### src/rtl/sifh_pkg.sv
// sifh_pkg: shared definitions for the histogram front end.
//   NP_DEFAULT        - timestamp width (matches the builder's Np)
//   DATA_NUM_DEFAULT  - words emitted per pixel
//   PIXEL_NUM_DEFAULT - pixels per acquisition
//   ACQ_NUM_DEFAULT   - acquisitions per frame
//   NO_PHOTON         - all-ones "no photon" code at the default width
//   seq_state_t       - frame sequencer state encoding
package sifh_pkg;

  localparam int NP_DEFAULT        = 16;
  localparam int DATA_NUM_DEFAULT  = 2;
  localparam int PIXEL_NUM_DEFAULT = 200;
  localparam int ACQ_NUM_DEFAULT   = 33333;

  localparam logic [NP_DEFAULT-1:0] NO_PHOTON = '1;

  typedef enum logic [1:0] {
    S_IDLE = 2'd0,
    S_FWD  = 2'd1,
    S_PAD  = 2'd2,
    S_DROP = 2'd3
  } seq_state_t;

endpackage

### src/rtl/frame_counter.sv
// frame_counter: cascaded slot / pixel / acquisition counters for the
// frame sequencer.
// Ports:
//   clk, res       - clock, synchronous active-high reset
//   clr_i          - clear all counters
//   slot_adv_i     - advance to the next slot within the pixel
//   pix_adv_i      - end of pixel: slot back to 0, pixel (and possibly
//                    acquisition) advances
//   slot_last_o    - slot is on the pixel's final word
//   pix_wrap_o     - pixel is the acquisition's final pixel
//   frame_end_o    - acquisition is the frame's final one; the frame ends at
//                    the pixel where pix_wrap_o is also high
//   pix_o, acq_o   - current pixel / acquisition index
module frame_counter
  import sifh_pkg::*;
#(
  parameter int DATA_NUM  = DATA_NUM_DEFAULT,
  parameter int PIXEL_NUM = PIXEL_NUM_DEFAULT,
  parameter int ACQ_NUM   = ACQ_NUM_DEFAULT
) (
  input  logic        clk,
  input  logic        res,
  input  logic        clr_i,
  input  logic        slot_adv_i,
  input  logic        pix_adv_i,
  output logic        slot_last_o,
  output logic        pix_wrap_o,
  output logic        frame_end_o,
  output logic [7:0]  pix_o,
  output logic [19:0] acq_o
);

  localparam int SW = (DATA_NUM > 1) ? $clog2(DATA_NUM) : 1;
  localparam logic [SW-1:0] SLOT_LAST = SW'(DATA_NUM - 1);
  localparam logic [7:0]    PIX_LAST  = 8'(PIXEL_NUM - 1);
  localparam logic [19:0]   ACQ_LAST  = 20'(ACQ_NUM - 1);

  logic [SW-1:0] slot_q, slot_d;
  logic [7:0]    pix_q, pix_d;
  logic [19:0]   acq_q, acq_d;

  assign slot_last_o = (slot_q == SLOT_LAST);
  assign pix_wrap_o  = (pix_q == PIX_LAST);
  assign frame_end_o = (acq_q == ACQ_LAST);
  assign pix_o       = pix_q;
  assign acq_o       = acq_q;

  always_comb begin
    slot_d = slot_q;
    pix_d  = pix_q;
    acq_d  = acq_q;
    if (clr_i) begin
      slot_d = '0;
      pix_d  = '0;
      acq_d  = '0;
    end else if (pix_adv_i) begin
      slot_d = '0;
      if (pix_wrap_o) begin
        pix_d = '0;
        acq_d = frame_end_o ? 20'd0 : acq_q + 20'd1;
      end else begin
        pix_d = pix_q + 8'd1;
      end
    end else if (slot_adv_i) begin
      slot_d = slot_q + SW'(1);
    end
  end

  always_ff @(posedge clk) begin
    if (res) begin
      slot_q <= '0;
      pix_q  <= '0;
      acq_q  <= '0;
    end else begin
      slot_q <= slot_d;
      pix_q  <= pix_d;
      acq_q  <= acq_d;
    end
  end

endmodule

### src/rtl/ts_frame_sequencer.sv
// ts_frame_sequencer: turns a variable-length per-pixel timestamp stream into
// the fixed DATA_NUM words/pixel, PIXEL_NUM pixels/acq, ACQ_NUM acqs/frame
// write sequence consumed by the histogram builder. Short pixels are padded
// with all-ones, surplus beats are dropped.
// Ports:
//   clk, res                  - clock, synchronous active-high reset
//   start                     - begin a frame (honoured in IDLE only)
//   ts_valid/ts_ready         - upstream handshake
//   ts_data, ts_null, ts_last - beat payload, no-photon flag, end of pixel
//   wrEn, data                - registered builder write strobe and word
//   busy                      - frame in progress
//   frame_done                - pulse on the frame's final word
//   pix_idx, acq_idx          - indices of the current word
// Build option: TS_RESERVED_CLAMP_EN - a real photon whose timestamp is
// all-ones is emitted as all-ones minus 1 so it cannot alias "no photon".
//
// state | meaning
// IDLE  | waiting for start, counters cleared
// FWD   | accepting beats, one word per accepted beat
// PAD   | pixel ended early, emit all-ones until the last slot
// DROP  | pixel full, swallow beats until ts_last
module ts_frame_sequencer
  import sifh_pkg::*;
#(
  parameter int NP        = NP_DEFAULT,
  parameter int DATA_NUM  = DATA_NUM_DEFAULT,
  parameter int PIXEL_NUM = PIXEL_NUM_DEFAULT,
  parameter int ACQ_NUM   = ACQ_NUM_DEFAULT
) (
  input  logic          clk,
  input  logic          res,
  input  logic          start,
  input  logic          ts_valid,
  output logic          ts_ready,
  input  logic [NP-1:0] ts_data,
  input  logic          ts_null,
  input  logic          ts_last,
  output logic          wrEn,
  output logic [NP-1:0] data,
  output logic          busy,
  output logic          frame_done,
  output logic [7:0]    pix_idx,
  output logic [19:0]   acq_idx
);

  localparam logic [NP-1:0] NO_PH = '1;

  seq_state_t state_q, state_d;

  logic          wr_en_q, wr_en_d;
  logic [NP-1:0] data_q, data_d;
  logic          frame_done_q, frame_done_d;
  logic [7:0]    pix_idx_q, pix_idx_d;
  logic [19:0]   acq_idx_q, acq_idx_d;

  logic          clr, slot_adv, pix_adv;
  logic          slot_last, pix_wrap, frame_end, last_pix;
  logic          accept, emit;
  logic [NP-1:0] beat_word, word;
  logic [7:0]    pix_cnt;
  logic [19:0]   acq_cnt;

  frame_counter #(
    .DATA_NUM  (DATA_NUM),
    .PIXEL_NUM (PIXEL_NUM),
    .ACQ_NUM   (ACQ_NUM)
  ) u_frame_counter (
    .clk         (clk),
    .res         (res),
    .clr_i       (clr),
    .slot_adv_i  (slot_adv),
    .pix_adv_i   (pix_adv),
    .slot_last_o (slot_last),
    .pix_wrap_o  (pix_wrap),
    .frame_end_o (frame_end),
    .pix_o       (pix_cnt),
    .acq_o       (acq_cnt)
  );

  assign ts_ready = (state_q == S_FWD) || (state_q == S_DROP);
  assign accept   = ts_valid && ts_ready;
  assign last_pix = pix_wrap && frame_end;
  assign busy     = (state_q != S_IDLE);

  always_comb begin
    beat_word = ts_null ? NO_PH : ts_data;
`ifdef TS_RESERVED_CLAMP_EN
    if (!ts_null && (ts_data == NO_PH)) beat_word = NO_PH - NP'(1);
`endif
  end

  always_comb begin
    state_d      = state_q;
    clr          = 1'b0;
    slot_adv     = 1'b0;
    pix_adv      = 1'b0;
    emit         = 1'b0;
    word         = NO_PH;
    frame_done_d = 1'b0;
    case (state_q)
      S_IDLE: begin
        clr = 1'b1;
        if (start) state_d = S_FWD;
      end
      S_FWD: begin
        if (accept) begin
          emit = 1'b1;
          word = beat_word;
          if (slot_last) begin
            // Last slot's word is the pixel's final word even if the pixel
            // then continues into DROP, so frame_done goes out with it.
            frame_done_d = last_pix;
            if (ts_last) begin
              pix_adv = 1'b1;
              state_d = last_pix ? S_IDLE : S_FWD;
            end else begin
              state_d = S_DROP;
            end
          end else begin
            slot_adv = 1'b1;
            if (ts_last) state_d = S_PAD;
          end
        end
      end
      S_PAD: begin
        emit = 1'b1;
        word = NO_PH;
        if (slot_last) begin
          pix_adv      = 1'b1;
          frame_done_d = last_pix;
          state_d      = last_pix ? S_IDLE : S_FWD;
        end else begin
          slot_adv = 1'b1;
        end
      end
      S_DROP: begin
        if (accept && ts_last) begin
          pix_adv = 1'b1;
          state_d = last_pix ? S_IDLE : S_FWD;
        end
      end
      default: state_d = S_IDLE;
    endcase
  end

  always_comb begin
    wr_en_d   = emit;
    data_d    = data_q;
    pix_idx_d = pix_idx_q;
    acq_idx_d = acq_idx_q;
    if (emit) begin
      data_d    = word;
      pix_idx_d = pix_cnt;
      acq_idx_d = acq_cnt;
    end else if (state_q == S_IDLE) begin
      pix_idx_d = '0;
      acq_idx_d = '0;
    end
  end

  always_ff @(posedge clk) begin
    if (res) begin
      state_q      <= S_IDLE;
      wr_en_q      <= 1'b0;
      data_q       <= NO_PH;
      frame_done_q <= 1'b0;
      pix_idx_q    <= '0;
      acq_idx_q    <= '0;
    end else begin
      state_q      <= state_d;
      wr_en_q      <= wr_en_d;
      data_q       <= data_d;
      frame_done_q <= frame_done_d;
      pix_idx_q    <= pix_idx_d;
      acq_idx_q    <= acq_idx_d;
    end
  end

  assign wrEn       = wr_en_q;
  assign data       = data_q;
  assign frame_done = frame_done_q;
  assign pix_idx    = pix_idx_q;
  assign acq_idx    = acq_idx_q;

endmodule
### config.mk
export PLATFORM = sky130hd
export DESIGN_NAME = ts_frame_sequencer
export DESIGN_NICKNAME = d
export VERILOG_FILES = /design/src/rtl/sifh_pkg.sv /design/src/rtl/frame_counter.sv /design/src/rtl/ts_frame_sequencer.sv
export SDC_FILE = /design/constraint.sdc
export NUM_CORES = 1
export LEC_CHECK = 0
export CORE_UTILIZATION = 45
export CTS_CLUSTER_SIZE = 25
export DETAILED_ROUTE_END_ITERATION = 7
export PLACE_DENSITY_LB_ADDON = 0.12
export SYNTH_ARGS = -nofsm -noshare
export SYNTH_HDL_FRONTEND = slang
export SYNTH_HIERARCHICAL = 1
export SYNTH_SLANG_ARGS = --single-unit
### constraint.sdc
create_clock -name clk -period 2.2 [get_ports clk]
set_input_delay 0.33 -clock clk [delete_from_list [all_inputs] [get_ports clk]]
set_output_delay 0.33 -clock clk [all_outputs]
set_load 0.01 [all_outputs]
==> summary.txt, run 1 <==
TIMING
-----------------------------------------------------------------------------------------
Worst max-slew margin expressed relative to the limit ......................       54.64%
Total Neg Setup Slack ......................................................         0 ps
Number of endpoints failing setup at the final stage .......................            0
Max Transition Viols Final .................................................            0
Measured slew at the worst slew-check pin ..................................     678.8 ps
Unrepaired setup endpoints after global routing ............................          yes
Final cycle utilization of the critical path ...............................       97.96%
Final hold viol count ......................................................            0
Highest Clock Rate .........................................................    464.0 MHz
Worst hold slack ...........................................................     473.1 ps
Setup clock skew after layout ..............................................     12.25 ps
Min cycle time layout ......................................................      2155 ps

CELLS AND AREA
-----------------------------------------------------------------------------------------
Layout overhead on the synthesized area ....................................       40.12%
Post-layout nets ...........................................................          445
Antenna diodes .............................................................            0
Share of final-layout standard cells stronger than drive strength 1 ........       17.10%

CLOCK TREE
-----------------------------------------------------------------------------------------
Deepest level of the CTS H-tree ............................................            3
CTS tree ...................................................................         done
CTS clock-pin slew for the worst setup and hold paths ......................        80 ps
TritonCTS buffer count .....................................................            9
Maximum clock insertion buffer count .......................................            2
Clk root buf ............................................................... sky130_fd_sc_hd__clkbuf_8
Later-pin clock latency in the skew report .................................       350 ps
Sink Count .................................................................           77
Post-CTS Hold Fix Bufs .....................................................            0

POWER AND IR DROP
-----------------------------------------------------------------------------------------
Combinational share of power ...............................................        15.2%
Maximum vdd ir drop ........................................................    0.4004 mV
Sequential cell fraction of total power ....................................        47.1%
Clk pwr share ..............................................................        37.8%
Static Leak ................................................................  0.001583 µW
Switching Power ............................................................     775.6 µW
P per Cell Area ............................................................ 687.4 nW/µm²
Switching share of total power .............................................       25.54%
Internal ...................................................................      2261 µW

SYNTHESIS
-----------------------------------------------------------------------------------------
Area of the mapped netlist .................................................     3153 µm²
Cell type with the largest total area after synthesis ...................... sky130_fd_sc_hd__dfxtp_1
Syn_nets ...................................................................          346
Most used flip-flop cell after synthesis ................................... sky130_fd_sc_hd__dfxtp_1
Mapped Avg Cell Area .......................................................    9.946 µm²
Synth Area in Simple Gates .................................................       18.97%
Part of the Yosys area used for sequential elements ........................       48.89%
Yosys warns ................................................................            6
Share of the synthesized area in the top cell type .........................       48.89%
Number of synthesized register bits ........................................           77
Gate Count Post-Synth ......................................................          317
Proportion of register bits with asynchronous set or reset after synthesis .           0%
Most frequently used cell type in the post-synthesis netlist ............... sky130_fd_sc_hd__dfxtp_1
Fraction of synthesized cell area in xor and xnor cells ....................       3.056%
Number of enable flip-flop cells after synthesis ...........................            0
Complex-gate fraction of the synthesized area ..............................       21.98%
Unique masters post-synth ..................................................           51
Area share of fa/ha/maj cells after synthesis ..............................       2.778%
Leading post-synthesis cells by cell area .................................. sky130_fd_sc_hd__dfxtp_1, sky130_fd_sc_hd__a22o_1, sky130_fd_sc_hd__o22a_1
Combinational family with the most area after synthesis .................... compound AO/OA/AOI/OAI gates
Multiplexer share of the synthesized area ..................................      0.3175%
Top cells by instance count after synthesis ................................ sky130_fd_sc_hd__dfxtp_1, sky130_fd_sc_hd__a22o_1, sky130_fd_sc_hd__nor2_1

FLOORPLANNING
-----------------------------------------------------------------------------------------
Area inside the core boundary ..............................................     6794 µm²
Number of ports placed on the die boundary .................................           70
Row count ..................................................................           30
Area of the die ............................................................     7345 µm²
Effective utilization at floorplan .........................................       46.41%
Overall die width ..........................................................     85.71 µm
Die boundary height ........................................................     85.71 µm

DRT
-----------------------------------------------------------------------------------------
Total wire length ..........................................................      7361 µm
Via density per instance ...................................................        5.311
Antenna-violating nets left ................................................            0
Detailed-routing iteration count for the pre-antenna-repair pass ...........            4
WL per Instance ............................................................     14.24 µm
DRC marker count from the first detailed-route iteration ...................          189
Number of vias after detailed routing ......................................        2,746
Number of remaining DRC errors .............................................            0

FLOW RUN
-----------------------------------------------------------------------------------------
Max capacitance violation total ............................................            0

CRITICAL PATH
-----------------------------------------------------------------------------------------
Internal reg-to-reg setup slack ............................................        50 ps
Critical Path RT ...........................................................      2480 ps
Reg2Reg Capture Point ...................................................... u_frame_counter/acq_o[13]
Data arrival time at the worst-slack endpoint ..............................      2440 ps
Critical register-to-register path startpoint ..............................   state_q[0]
Critical path class ........................................................ input port to register
Critical path fanouts, max .................................................            8
Worst Reg2Reg Path Length in Cells .........................................            9
Element type at the critical path start ....................................   input port
Crit path capture type .....................................................     register

GRT
-----------------------------------------------------------------------------------------
Global Route Usage Sum .....................................................       20.16%
Largest net degree at the start of global routing ..........................           31
Initial antenna violation count ............................................            0
Global-route wire length before repair .....................................    11,650 µm
Overflow left after global routing .........................................            0
Via count of the first global-routing pass .................................        2,460

PLACEMENT
-----------------------------------------------------------------------------------------
Routability cong. ..........................................................       0.8986
Final HPWL from detailed placement .........................................      5011 µm
Count of buffers from port buffering .......................................           69

OUTCOME
-----------------------------------------------------------------------------------------
Result of the run ..........................................................    completed

HOLD PATH
-----------------------------------------------------------------------------------------
Hold path depth ............................................................            1
Endpoint with the worst hold slack .........................................   acq_idx[6]
Min-Delay Startpoint .......................................................   acq_idx[6]
Min-Delay Path Class ....................................................... register to register

-- power by group through the flow --
stage          combinational [µW]  clock (µW)  sequential [µW]
5_1_grt                       503        1220             1430
4_1_cts                       458        1160             1430
3_5_place_dp                  459           0             1460
3_3_place_gp                  453           0             1460
2_1_floorplan                 264           0             1470
6_report                      460        1150             1430
-- layout make-up --
| cell class | count | area [µm²] |
|---|---|---|
| clock buffer | 12 | 135.1 |
| clock inverter | 4 | 72.57 |
| fill | 559 | 2376 |
| inverter | 12 | 45.04 |
| multi-input combinational | 215 | 1553 |
| sequential | 77 | 1544 |
| tap | 96 | 120.1 |
| timing repair buffer | 101 | 948.4 |
-- stage by stage --
| step | util, % | total power (µW) | setup slack (ps) | instance area (µm²) | std cells |
|---|---|---|---|---|---|
| after floorplan | - | 1729 | 6.871 | 3172 | 317 |
| after global placement | 60.64 | 1912 | -291.6 | 4120 | 496 |
| after detailed placement | 60.64 | 1919 | -341.7 | 4120 | 496 |
| after CTS | 63.85 | 3048 | 1.536 | 4338 | 512 |
| after global routing | 65.03 | 3158 | -95.51 | 4418 | 517 |
| final | 65.03 | 3037 | 44.84 | 4418 | 517 |
-- kinds of logic after synthesis --
family | Yosys count
buf+inv | 26
mux | 1
xor+xnor | 11
flops | 77
fa+ha+maj | 7
simple gates | 106
compound gates | 89
-- repair_timing --
item / CTS / global route
endpoints found under the hold margin: 0 / 0
resized for setup: 4 / 12
endpoints found under the setup margin: 39 / 13
pin swaps: 1 / 14
gates cloned: 0 / 1
buffers inserted: 0 / 5
-- worst max-delay path by stage --
stage	startpoint	end	slack, ps	cells past startpoint
finish	ts_valid	u_frame_counter/acq_o[13]	40	9
global route	state_q[1]	u_frame_counter/acq_o[13]	-100	10
CTS	state_q[1]	busy	2	6
detailed placement	ts_valid	u_frame_counter/acq_o[13]	-340	9
global placement	ts_valid	u_frame_counter/acq_o[13]	-290	9
floorplan	state_q[1]	u_frame_counter/acq_o[5]	7	11
-- metal layers --
metal	part of all wire, %	wire [µm]	track usage, %
met5	0	0	0
met4	1.4	106	5.455
met3	4.2	307	5.679
met2	47	3466	32.29
met1	47	3482	26.82
-- placed cells by master (no fill, tap or decap), types with 5 or more instances in the layout --
cell type	instances
sky130_fd_sc_hd__o21ai_0	8
sky130_fd_sc_hd__nor2_1	21
sky130_fd_sc_hd__xnor2_1	5
sky130_fd_sc_hd__ha_1	5
sky130_fd_sc_hd__clkdlybuf4s50_1	67
sky130_fd_sc_hd__nand3_1	12
sky130_fd_sc_hd__nand4_1	9
sky130_fd_sc_hd__o22a_1	16
sky130_fd_sc_hd__nor3_1	7
sky130_fd_sc_hd__a311oi_1	5
sky130_fd_sc_hd__a22o_1	28
sky130_fd_sc_hd__or3_1	11
sky130_fd_sc_hd__clkbuf_8	9
sky130_fd_sc_hd__inv_1	10
sky130_fd_sc_hd__a21oi_1	13
sky130_fd_sc_hd__nand2_1	18
sky130_fd_sc_hd__buf_4	30
sky130_fd_sc_hd__xor2_1	6
sky130_fd_sc_hd__dfxtp_1	75
-- sequential cells by signal (all words and copies together) (netlist names) --
| signal | flops |
|---|---|
| frame_done | 1 |
| state_q | 2 |
| acq_idx | 20 |
| u_frame_counter/slot_last_o | 1 |
| wrEn | 1 |
| pix_idx | 8 |
| u_frame_counter/pix_o | 8 |
| u_frame_counter/acq_o | 20 |
| data | 16 |
-- worst max-delay path: stages --
cell,delay (ps)
sky130_fd_sc_hd__clkdlybuf4s50_1,520
sky130_fd_sc_hd__and3_4,190
sky130_fd_sc_hd__o21ai_2,50
sky130_fd_sc_hd__a21oi_2,180
sky130_fd_sc_hd__nand3_2,140
sky130_fd_sc_hd__nor3_4,240
sky130_fd_sc_hd__nand4_1,260
sky130_fd_sc_hd__or3_1,380
sky130_fd_sc_hd__a21oi_1,150
(Power assumes the default switching activity.)
==> run 2, diff against run 1 <==
--- a/config.mk
+++ b/config.mk
@@ -7,2 +7,3 @@
 export LEC_CHECK = 0
+export ABC_CLOCK_PERIOD_IN_PS = 2200
 export CORE_UTILIZATION = 45
--- a/constraint.sdc
+++ b/constraint.sdc
@@ -3,2 +3,2 @@
 set_output_delay 0.33 -clock clk [all_outputs]
-set_load 0.01 [all_outputs]
+set_load 0.1 [all_outputs]
==> summary.txt, run 2 (same netlist as run 1, synthesis figures left out) <==
OUTCOME
-------------------------------------------------------------------------------------
Result of the run ......................................................    completed

CELLS AND AREA
-------------------------------------------------------------------------------------
Post-layout nets .......................................................          444   -0.22%
Area occupied by multi-input gates .....................................     1546 µm²   -0.40%
Number of standard cells in the layout, taps in and fillers out ........          516   -0.19%
Most frequent standard cell in the layout excluding fill and tap cells . sky130_fd_sc_hd__buf_4
Leading cell types in the layout, fill and taps excluded ............... sky130_fd_sc_hd__buf_4, sky130_fd_sc_hd__dfxtp_1, sky130_fd_sc_hd__a22o_1
Number of inserted filler cells in the final layout ....................          573   +2.5%
Layout overhead on the synthesized area ................................       38.61%
Share of final-layout standard cells stronger than drive strength 1 ....       29.05%   +12 points
Antenna diodes .........................................................            0   unchanged
Register area ..........................................................     1546 µm²   +0.16%

CLOCK TREE
-------------------------------------------------------------------------------------
TritonCTS buffer count .................................................            9   unchanged
Deepest level of the CTS H-tree ........................................            3   unchanged
Maximum clock insertion buffer count ...................................            2   unchanged
Later-pin clock latency in the skew report .............................       360 ps   about the same
CTS tree ...............................................................         done
Sink Count .............................................................           77   unchanged
CTS clock-pin slew for the worst setup and hold paths ..................        80 ps   about the same
Clk root buf ........................................................... sky130_fd_sc_hd__clkbuf_8

CRITICAL PATH
-------------------------------------------------------------------------------------
Critical path fanouts, max .............................................            8   unchanged
Critical Path RT .......................................................      2470 ps   about the same
Critical path class .................................................... input port to register
Data arrival time at the worst-slack endpoint ..........................      2440 ps   about the same
Element type at the critical path start ................................   input port
Worst Reg2Reg Path Length in Cells .....................................           10   +1
Crit path capture type .................................................     register

PLACEMENT
-------------------------------------------------------------------------------------
Worst-case setup slack after placement .................................    -319.6 ps   +22.12 ps
Routability cong. ......................................................       0.8921   -0.72%
Count of buffers from port buffering ...................................           69   unchanged
Final HPWL from detailed placement .....................................      5041 µm   +0.60%
Placed Cells ...........................................................          497   +0.20%

POWER AND IR DROP
-------------------------------------------------------------------------------------
Static Leak ............................................................  0.001666 µW   +5.2%
Switching Power ........................................................     975.9 µW   +26%
Post-layout power ......................................................      3505 µW   +15%
Maximum vdd ir drop ....................................................    0.7509 mV   +88%
Clk pwr share ..........................................................        40.0%   +2.2 points
Switching share of total power .........................................       27.85%   +2.3 points
Combinational share of power ...........................................        19.1%   +3.9 points
P per Cell Area ........................................................ 801.9 nW/µm²   +17%
Sequential cell fraction of total power ................................        40.9%   -6.2 points
Internal ...............................................................      2529 µW   +12%

DRT
-------------------------------------------------------------------------------------
Detailed-routing iteration count for the pre-antenna-repair pass .......            4   unchanged
Number of vias after detailed routing ..................................        2,739   -0.25%
Total wire length ......................................................      7419 µm   +0.79%
DRC marker count from the first detailed-route iteration ...............          140   -26%
Antenna-violating nets left ............................................            0   unchanged
Number of remaining DRC errors .........................................            0   unchanged
WL per Instance ........................................................     14.38 µm   +0.98%
Via density per instance ...............................................        5.308   about the same

TIMING
-------------------------------------------------------------------------------------
Final worst-path setup slack ...........................................     39.13 ps   -5.707 ps
Highest Clock Rate .....................................................    462.8 MHz   -0.26%
Max Transition Viols Final .............................................            0   unchanged
Measured slew at the worst slew-check pin ..............................     694.5 ps   +15.68 ps
Number of endpoints failing setup at the final stage ...................            0   unchanged
Min cycle time layout ..................................................      2161 ps   +5.707 ps
Worst hold slack .......................................................     478.1 ps   +4.948 ps
Setup clock skew after layout ..........................................     12.54 ps   +0.2947 ps
Total Neg Setup Slack ..................................................         0 ps   unchanged
Final cycle utilization of the critical path ...........................       98.22%   +0.26 points
Unrepaired setup endpoints after global routing ........................          yes
Worst max-slew margin expressed relative to the limit ..................       53.59%   -1.0 points
Final hold viol count ..................................................            0   unchanged

GRT
-------------------------------------------------------------------------------------
Met3 Use GR ............................................................       5.005%   -0.67 points
Grt met2 use ...........................................................       33.96%   +1.7 points
Initial antenna violation count ........................................            0   unchanged
Via count of the first global-routing pass .............................        2,502   +1.7%
Largest net degree at the start of global routing ......................           31   unchanged
Global-route wire length before repair .................................    12,080 µm   +3.6%
Overflow left after global routing .....................................            0   unchanged
Global routing's busiest layer .........................................         met2
Met1 Resource Use GR ...................................................       27.67%   +0.85 points
Global Route Usage Sum .................................................       21.22%   +1.1 points

HOLD PATH
-------------------------------------------------------------------------------------
Min-Delay Path Class ................................................... register to register
Hold path depth ........................................................            1   unchanged

FLOORPLANNING
-------------------------------------------------------------------------------------
Die boundary height ....................................................     85.71 µm   unchanged
Row count ..............................................................           30   unchanged
Area inside the core boundary ..........................................     6794 µm²   unchanged
Effective utilization at floorplan .....................................       46.41%   unchanged
Overall die width ......................................................     85.71 µm   unchanged
Number of ports placed on the die boundary .............................           70   unchanged
Area of the die ........................................................     7345 µm²   unchanged

FLOW RUN
-------------------------------------------------------------------------------------
Max capacitance violation total ........................................            0   unchanged

## run 2: changes by cell type in the layout (fill, tap and decap cells not counted), sizes merged
cell	previous run	this run
buf	32	80
bufinv	2	4
clkbuf	12	10
clkdlybuf4s50	67	20
clkinvlp	1	0
dlygate4sd2	1	0
inv	12	13
nand4	11	10
## run 2: worst paths after layout
| path | start | end | slack, ps |
|---|---|---|---|
| max | ts_last | u_frame_counter/acq_o[13] | 40 |
| min | acq_idx[19] | acq_idx[19] | 480 |
| max reg2reg | state_q[1] | u_frame_counter/acq_o[13] | 50 |
| min reg2reg | acq_idx[19] | acq_idx[19] | 480 |
## run 2: layout make-up
cell class	count	share of cell area (%)
clock buffer	10	2.920
clock inverter	6	3.063
inverter	12	1.031
multi-input combinational	214	35.38
sequential	77	35.38
tap	96	2.748
timing repair buffer	101	19.47
## run 2: metrics by stage
stage,instance area (µm²),utilization [%]
2_1_floorplan,3172,-
3_3_place_gp,4033,59.36
3_5_place_dp,4033,59.36
4_1_cts,4300,63.30
5_1_grt,4370,64.33
6_report,4370,64.33
## run 2: power by group through the flow
| stage | sequential [µW] | combinational (µW) | clock (µW) |
|---|---|---|---|
| 6_report | 1430 | 670 | 1400 |
| 5_1_grt | 1430 | 712 | 1480 |
| 4_1_cts | 1430 | 665 | 1430 |
| 3_5_place_dp | 1460 | 662 | 0 |
| 3_3_place_gp | 1460 | 657 | 0 |
| 2_1_floorplan | 1540 | 363 | 0 |
## run 2: worst max-delay path, cell delays in order
cell	delay, ps
sky130_fd_sc_hd__clkdlybuf4s50_1	510
sky130_fd_sc_hd__and3_4	190
sky130_fd_sc_hd__o21ai_2	50
sky130_fd_sc_hd__a21oi_2	170
sky130_fd_sc_hd__nand3_2	130
sky130_fd_sc_hd__nor3_4	230
sky130_fd_sc_hd__nand4_1	250
sky130_fd_sc_hd__or3_1	380
sky130_fd_sc_hd__a21oi_1	180
## run 2: metal layers
layer	vias up	part of all wire, %
met5	-	0
met1	1296	48
met2	62	47
li1	1374	-
met3	7	3.9
met4	0	1.5
## run 2: repair_timing
item,CTS,global route
endpoints found under the setup margin,32,22
hold buffers,0,0
pin swaps,1,8
gates resized for setup,2,13
buffers inserted,0,3
